**config.mk**
```make
export PLATFORM = sky130hd
export DESIGN_NAME = multicycle_control
export DESIGN_NICKNAME = d
export VERILOG_FILES = /design/src/rtl/multicycle_control.sv
export SDC_FILE = /design/constraint.sdc
export NUM_CORES = 1
export LEC_CHECK = 0
export BUFFER_PORTS_ARGS = -buffer_cell sky130_fd_sc_hd__clkbuf_2
export CORE_UTILIZATION = 41
export DETAILED_ROUTE_END_ITERATION = 7
export PLACE_DENSITY = 0.75
export SYNTH_ARGS = -nofsm -noshare
export SYNTH_HDL_FRONTEND = slang
export SYNTH_SLANG_ARGS = --single-unit
```
**constraint.sdc**
```tcl
create_clock -name clk -period 1.75 [get_ports clk]
set_clock_uncertainty 0.1 [all_clocks]
set_input_delay 0.4375 -clock clk [delete_from_list [all_inputs] [get_ports clk]]
set_output_delay 0.4375 -clock clk [all_outputs]
set_load 0.1 [all_outputs]
```
**src/rtl/multicycle_control.sv**
```systemverilog
// multicycle_control
// Finite-state control unit for the multicycle MIPS datapath. Sequences one
// instruction over several cycles through a single shared memory port and
// drives ALUControl (via ALUOp), the PC/IR enables and the register-file
// write path. Moore decode, except for the few outputs that are qualified by
// MemReady or Zero.

module multicycle_control (
  input  logic       clk,
  input  logic       reset,
  input  logic       Run,
  input  logic [5:0] Op,
  input  logic [5:0] Funct,
  input  logic       Zero,
  input  logic       MemReady,
  output logic       IorD,
  output logic       MemRead,
  output logic       MemWrite,
  output logic       IRWrite,
  output logic       PCWrite,
  output logic [1:0] PCSource,
  output logic       ALUSrcA,
  output logic [1:0] ALUSrcB,
  output logic [2:0] ALUOp,
  output logic       RegDst,
  output logic       JalReg,
  output logic [1:0] MemtoReg,
  output logic       RegWrite,
  output logic       InstrDone,
  output logic       IllegalOp,
  output logic [3:0] State
);

  typedef enum logic [3:0] {
    IDLE      = 4'd0,
    FETCH     = 4'd1,
    DECODE    = 4'd2,
    MEM_ADDR  = 4'd3,
    MEM_READ  = 4'd4,
    MEM_WB    = 4'd5,
    MEM_WRITE = 4'd6,
    EXEC_R    = 4'd7,
    WB_R      = 4'd8,
    EXEC_I    = 4'd9,
    WB_I      = 4'd10,
    LUI_WB    = 4'd11,
    BRANCH    = 4'd12,
    JUMP      = 4'd13,
    JAL       = 4'd14,
    JR        = 4'd15
  } state_t;

  localparam logic [5:0] OP_RTYPE = 6'h00;
  localparam logic [5:0] OP_J     = 6'h02;
  localparam logic [5:0] OP_JAL   = 6'h03;
  localparam logic [5:0] OP_BEQ   = 6'h04;
  localparam logic [5:0] OP_BNE   = 6'h05;
  localparam logic [5:0] OP_ADDI  = 6'h08;
  localparam logic [5:0] OP_ORI   = 6'h0D;
  localparam logic [5:0] OP_LUI   = 6'h0F;
  localparam logic [5:0] OP_LW    = 6'h23;
  localparam logic [5:0] OP_SW    = 6'h2B;
  localparam logic [5:0] FN_JR    = 6'h08;

  localparam logic [2:0] ALU_ADD = 3'b000;
  localparam logic [2:0] ALU_SUB = 3'b001;
  localparam logic [2:0] ALU_OR  = 3'b010;
  localparam logic [2:0] ALU_R   = 3'b111;

  state_t state, next_state;

  // Where an instruction ends: fetch the next one if Run is held, else park
  state_t boundary_state;
  assign boundary_state = Run ? FETCH : IDLE;

  assign State = state;

  // State register; the asynchronous reset aborts any access in flight
  always_ff @(posedge clk or negedge reset) begin
    if (!reset) state <= IDLE;
    else        state <= next_state;
  end

  // Next-state logic: opcode dispatch in DECODE, memory waits, boundaries
  always_comb begin
    next_state = state;
    unique case (state)
      IDLE:      next_state = Run ? FETCH : IDLE;
      FETCH:     next_state = MemReady ? DECODE : FETCH;
      DECODE: begin
        case (Op)
          OP_RTYPE:        next_state = (Funct == FN_JR) ? JR : EXEC_R;
          OP_ADDI, OP_ORI: next_state = EXEC_I;
          OP_LUI:          next_state = LUI_WB;
          OP_LW, OP_SW:    next_state = MEM_ADDR;
          OP_BEQ, OP_BNE:  next_state = BRANCH;
          OP_J:            next_state = JUMP;
          OP_JAL:          next_state = JAL;
          default:         next_state = boundary_state;
        endcase
      end
      MEM_ADDR:  next_state = (Op == OP_SW) ? MEM_WRITE : MEM_READ;
      MEM_READ:  next_state = MemReady ? MEM_WB : MEM_READ;
      MEM_WRITE: next_state = MemReady ? boundary_state : MEM_WRITE;
      EXEC_R:    next_state = WB_R;
      EXEC_I:    next_state = WB_I;
      MEM_WB, WB_R, WB_I, LUI_WB, BRANCH, JUMP, JAL, JR:
                 next_state = boundary_state;
      default:   next_state = IDLE;
    endcase
  end

  // Output decode: pure function of state except the MemReady/Zero qualifiers
  always_comb begin
    IorD      = 1'b0;
    MemRead   = 1'b0;
    MemWrite  = 1'b0;
    IRWrite   = 1'b0;
    PCWrite   = 1'b0;
    PCSource  = 2'd0;
    ALUSrcA   = 1'b0;
    ALUSrcB   = 2'd0;
    ALUOp     = ALU_ADD;
    RegDst    = 1'b0;
    JalReg    = 1'b0;
    MemtoReg  = 2'd0;
    RegWrite  = 1'b0;
    InstrDone = 1'b0;
    IllegalOp = 1'b0;
    unique case (state)
      IDLE: ;
      FETCH: begin
        MemRead  = 1'b1;
        ALUSrcB  = 2'd1;
        ALUOp    = ALU_ADD;
        PCSource = 2'd0;
        IRWrite  = MemReady;
        PCWrite  = MemReady;
      end
      DECODE: begin
        ALUSrcB = 2'd3;
        ALUOp   = ALU_ADD;
        case (Op)
          OP_RTYPE, OP_ADDI, OP_ORI, OP_LUI, OP_LW, OP_SW,
          OP_BEQ, OP_BNE, OP_J, OP_JAL: ;
          default: begin
            IllegalOp = 1'b1;
            InstrDone = 1'b1;
          end
        endcase
      end
      MEM_ADDR: begin
        ALUSrcA = 1'b1;
        ALUSrcB = 2'd2;
        ALUOp   = ALU_ADD;
      end
      MEM_READ: begin
        IorD    = 1'b1;
        MemRead = 1'b1;
      end
      MEM_WB: begin
        MemtoReg  = 2'd1;
        RegWrite  = 1'b1;
        InstrDone = 1'b1;
      end
      MEM_WRITE: begin
        IorD      = 1'b1;
        MemWrite  = 1'b1;
        InstrDone = MemReady;
      end
      EXEC_R: begin
        ALUSrcA = 1'b1;
        ALUOp   = ALU_R;
      end
      WB_R: begin
        RegDst    = 1'b1;
        RegWrite  = 1'b1;
        InstrDone = 1'b1;
      end
      EXEC_I: begin
        ALUSrcA = 1'b1;
        ALUSrcB = 2'd2;
        ALUOp   = (Op == OP_ORI) ? ALU_OR : ALU_ADD;
      end
      WB_I: begin
        RegWrite  = 1'b1;
        InstrDone = 1'b1;
      end
      LUI_WB: begin
        MemtoReg  = 2'd3;
        RegWrite  = 1'b1;
        InstrDone = 1'b1;
      end
      BRANCH: begin
        ALUSrcA   = 1'b1;
        ALUOp     = ALU_SUB;
        PCSource  = 2'd1;
        PCWrite   = ((Op == OP_BEQ) && Zero) || ((Op == OP_BNE) && !Zero);
        InstrDone = 1'b1;
      end
      JUMP: begin
        PCSource  = 2'd2;
        PCWrite   = 1'b1;
        InstrDone = 1'b1;
      end
      JAL: begin
        PCSource  = 2'd2;
        PCWrite   = 1'b1;
        RegWrite  = 1'b1;
        JalReg    = 1'b1;
        MemtoReg  = 2'd2;
        InstrDone = 1'b1;
      end
      JR: begin
        PCSource  = 2'd3;
        PCWrite   = 1'b1;
        InstrDone = 1'b1;
      end
      default: ;
    endcase
  end

endmodule

```
==> results of run 1 <==
per-stage QoR:
step / cell area [um^2] / setup TNS (ns)
after global placement: 1980 / -1.74
after floorplan: 1260 / -8.79
cells by family after synthesis:
kind of cell    count (synthesis)  synth area share [%]
compound gates                 35                  28.8
simple gates                   65                  44.3
flops                           4                  11.9
xor+xnor                        3                  3.13
mux                             2                  2.53
buf+inv                        15                  9.39
==> metrics.log, run 1 <==
[metrics] Post-Syn Nets: 141
[metrics] top-count cell post-synth: nor2_1
[metrics] error text reported by the tool: [ERROR DPL-0038] Utilization greater than 100%, impossible to legalize
[metrics] post-synthesis average cell area: 6.77 um^2
[metrics] count of input and output buffers: 40
[metrics] initial core utilization: between 40 and 50%
[metrics] cell taking the most area after synthesis: dfrtp_1
[metrics] cell types with the largest area share after synthesis: dfrtp_1 12%, nor2_1 5.8%, nand2_1 5.4%, nor2b_1 5.2%, o21ai_0 4.8%
[metrics] total standard cell area after synthesis: 840 um^2
[metrics] Die W: 47.3 um
[metrics] Async S/R FF share, synth: 100%
[metrics] #FFs+latches synth: 4
[metrics] most numerous cell types in the synthesized netlist: 13 x nor2_1, 12 x nand2_1, 8 x o21ai_0, 7 x a21oi_1, 7 x nor2b_1
[metrics] step where the flow halted: detailed placement (3_5_place_dp)
[metrics] sequential-to-total area share from yosys stat: around an eighth
[metrics] Yosys warning total: 0
[metrics] RePlAce Congestion: about 0.87
[metrics] main flop type after synthesis: dfrtp_1
[metrics] share of the synthesized area in the top cell type: 11.9%
[metrics] Synth Instances: approximately 120
[metrics] top-level port count: 41
[metrics] number of different library cells in the post-synthesis netlist: 48
[metrics] die height: approximately 47 um
[metrics] run status: stopped before the end
[metrics] FP Rows: 16
[metrics] number of synthesized flops with an enable pin: 0
==> run 2, diff against run 1 <==
--- a/config.mk
+++ b/config.mk
@@ -6,9 +6,10 @@
 export NUM_CORES = 1
 export LEC_CHECK = 0
 export BUFFER_PORTS_ARGS = -buffer_cell sky130_fd_sc_hd__clkbuf_2
-export CORE_UTILIZATION = 41
+export CORE_AREA = 2 2 63 65
 export DETAILED_ROUTE_END_ITERATION = 7
-export PLACE_DENSITY = 0.75
+export DIE_AREA = 0 0 65 67
+export PLACE_DENSITY_LB_ADDON = 0.15
 export SYNTH_ARGS = -nofsm -noshare
 export SYNTH_HDL_FRONTEND = slang
 export SYNTH_SLANG_ARGS = --single-unit
==> constraint.sdc (replaced) <==
create_clock -name clk -period 2.3 [get_ports clk]
set_clock_uncertainty 0.1 [all_clocks]
set_input_delay 0.575 -clock clk [delete_from_list [all_inputs] [get_ports clk]]
set_output_delay 0.575 -clock clk [all_outputs]
set_load 0.1 [all_outputs]
==> run 2 against run 1 <==
  * The flow now finishes, with violations (negative setup slack)
  * Synthesized area stayed put
  * Synthesized cell count stayed put
==> metrics.log, run 2 <==
[metrics] run status: finished, violations left (was stopped before the end)
[metrics] violated checks: negative setup slack
[metrics] setup repair after global routing missed its margin: true
[metrics] Avg WL per Cell: 13.0 um
[metrics] post-synthesis average cell area: 6.77 um^2 (unchanged)
[metrics] post-detailed-route via-to-cell ratio: 4.84
[metrics] Die W: 65 um (was 47.3 um)
[metrics] share of the synthesized area in the top cell type: 11.9% (unchanged)
[metrics] Synth Instances: 124 (unchanged)
[metrics] FP Rows: 22 (was 16)
[metrics] initial DRC count: 29
[metrics] kind of end point of the critical path: output pin
[metrics] cell types with the largest area share after synthesis: dfrtp_1 12%, nor2_1 5.8%, nand2_1 5.4%, nor2b_1 5.2%, o21ai_0 4.8% (unchanged)
[metrics] number of placed instances with taps included: 220
[metrics] final-stage net count: between 150 and 200
[metrics] leakage power figure: about 0.76 nW
[metrics] first-pass GRT wire length: 4.90 mm
[metrics] peak supply drop: roughly 0.00053 V
[metrics] die height: 67 um (was 47.3 um)
[metrics] share of final-layout standard cells stronger than drive strength 1: 62.2%
[metrics] DP Wirelength: 2.42 mm
[metrics] worst-path fanout max: 2
[metrics] achievable frequency: 412 MHz
[metrics] part of the power in registers: 8.8%
[metrics] first drt pass iteration count: 4
[metrics] startpoint type of the worst setup path: input port
[metrics] share of total power consumed by net switching: 59.6%
[metrics] Yosys warning total: 0 (unchanged)
[metrics] Die Footprint: ~0.0044 mm^2
[metrics] total global-route track usage: 14.1%
[metrics] sequential-to-total area share from yosys stat: 11.9% (unchanged)
[metrics] top-count cell post-synth: nor2_1 (unchanged)
[metrics] via count: 1,104
[metrics] Area Overhead vs Synth: 128%
[metrics] deepest clock path buffer count: 2
[metrics] htree depth: 1
[metrics] Num CTS Buffers: 3
[metrics] share of power burned in the clock network: 5.0%
[metrics] Post-Syn Nets: 141 (unchanged)
[metrics] placement-stage worst setup slack: -0.244 ns
[metrics] area taken by multi-input logic gates: slightly above 900 um^2
[metrics] time the final worst path needs with I/O delays and setup: 2.42 ns
[metrics] crit share post-route: 105%
[metrics] logic depth of the worst register-to-register path: 6
[metrics] cell taking the most area after synthesis: dfrtp_1 (unchanged)
[metrics] Worst-Margin Slew: 0.541 ns
[metrics] Reg clk slew, reported paths: approximately 0.030 ns
[metrics] number of diodes added for antenna fixing: 0
[metrics] number of pins exceeding their max-slew limit in the final report: 0
[metrics] sum of negative setup slack: -0.173 ns
[metrics] worst min-delay path category: in -> async
[metrics] WHS: 0.0603 ns
[metrics] setup slack of the worst register-to-register path: 0.33 ns
[metrics] total count of hold-check failures in the final report: 0
[metrics] maximum number of pins on one net before global-route repair: 18
[metrics] Routed Antenna Nets: 0
[metrics] cell at the root of the clock tree: clkbuf_8
[metrics] #FFs+latches synth: 4 (unchanged)
[metrics] count of input and output buffers: 40 (unchanged)
[metrics] DRC: 0
[metrics] number of maximum-capacitance violations: 0
[metrics] worst reg2reg startpoint: State[2]
[metrics] Post-CTS Hold Buffers: 0
[metrics] clock tree from TritonCTS: done
[metrics] smallest setup slack after layout: -0.124 ns
[metrics] total standard cell area after synthesis: 840 um^2 (unchanged)
[metrics] clock latency at the later pin of the worst-skew pair: 0.21 ns
[metrics] worst slew margin relative to its limit: between 60% and 70%
[metrics] critical path class: in -> out
[metrics] Req. time, crit path: 1.62 ns
[metrics] area of the core: between 0.003 and 0.004 mm^2
[metrics] max reg flops: 4
[metrics] number of different library cells in the post-synthesis netlist: 48 (unchanged)
[metrics] number of synthesized flops with an enable pin: 0 (unchanged)
[metrics] initial core utilization: 23.3% (was 43.2%)
[metrics] RePlAce Congestion: 0.783 (was 0.870)
[metrics] number of clock sinks: 4
[metrics] leading cell type in the layout, fill and taps excluded: buf_12
[metrics] non-filler instance count after layout: approximately 230
[metrics] post-detailed-placement cell area: 0.00176 mm^2
[metrics] grt ovf: 0
[metrics] via count of the first global-routing pass: approximately 1,100
[metrics] most numerous cell types in the synthesized netlist: 13 x nor2_1, 12 x nand2_1, 8 x o21ai_0, 7 x a21oi_1, 7 x nor2b_1 (unchanged)
[metrics] Async S/R FF share, synth: 100% (unchanged)
[metrics] FILL cells: approximately 340
[metrics] Overall Power: 2.85 mW
[metrics] main flop type after synthesis: dfrtp_1 (unchanged)
[metrics] Storage cell area: around 120 um^2
[metrics] initial antenna violation count: 0
[metrics] Switch Pwr: 1.70 mW
[metrics] final setup violation count: 2
[metrics] commonest cells after routing, fill and taps aside: 22 x buf_12, 21 x buf_4, 15 x clkbuf_2
[metrics] overall routed net length: 2.96 mm
[metrics] Final Cell Area: 0.00192 mm^2
[metrics] worst endpoint data arrival time: about 1.8 ns
[metrics] top-level port count: 41 (unchanged)
[metrics] core occupancy in the finished layout: 53.2%
[metrics] power share of the combinational group: 86.2%
[metrics] Worst R2R End: State[3]
[metrics] power per cell area: 1490 mW/mm^2
[metrics] internal power: 1.15 mW
==> run 2: cell counts after synthesis <==
Identical to the previous run, type by type.
==> run 2: cells by family (layout without fill, tap and decap cells) <==
kind of cell | Yosys count | count (layout) | synth area share [%]
AND/OR/NAND/NOR | 65 | 65 | 44.3
AO/OA/AOI/OAI | 35 | 35 | 28.8
buffers and inverters | 15 | 71 | 9.39
multiplexers | 2 | 2 | 2.53
XOR/XNOR | 3 | 3 | 3.13
flip-flops | 4 | 4 | 11.9
==> run 2: metal layers <==
| layer | vias up | part of all wire (%) | GRT usage (%) | wire, um |
|---|---|---|---|---|
| met1 | 518 | 39 | 16.1 | 1160 |
| met3 | 0 | 3.5 | 1.01 | 104 |
| met4 | 0 | 0 | 3.19 | 0 |
| li1 | 563 | - | - | - |
| met5 | - | 0 | 0 | 0 |
| met2 | 23 | 57 | 28.1 | 1700 |
==> run 2: area by class of cell <==
class | instances | share of cell area, %
clock buffers | 3 | 2.15
inverters | 2 | 0.391
multi-input cells | 105 | 48.3
flip-flops and latches | 4 | 6.00
well taps | 48 | 3.13
repair buffers | 66 | 40.0
==> run 2: worst max-delay path by stage <==
stage                      from   endpoint  slack [ns]  cells past startpoint
after floorplan           Op[3]  InstrDone       -0.70                      5
after global placement    Op[3]  InstrDone       -0.23                      6
after detailed placement  Op[3]  InstrDone       -0.24                      6
after CTS                 Op[5]  InstrDone       -0.13                      6
after global routing      Op[5]  InstrDone       -0.16                      6
final                     Op[5]  InstrDone       -0.12                      6
==> run 2: power by group through the flow <==
stage	Sequential, mW	Clock, mW	Combinational [mW]
after global routing	0.268	0.155	2.55
after detailed placement	0.251	0	2.41
after global placement	0.248	0	2.41
final	0.250	0.142	2.46
after CTS	0.253	0.145	2.43
after floorplan	0.338	0	1.69
==> run 2: critical path: stages <==
cell and delay [ns]:
buf_6 0.09, nand2b_4 0.13, a211o_1 0.27, and4_4 0.19
o41ai_4 0.27, buf_12 0.22
==> run 2: repair_timing <==
item                                    4_1_cts  5_1_grt
endpoints found under the setup margin        6        5
pin swaps                                     6        7
buffers inserted                              0        5
resized for setup                             9       15
(Power assumes the default switching activity.)
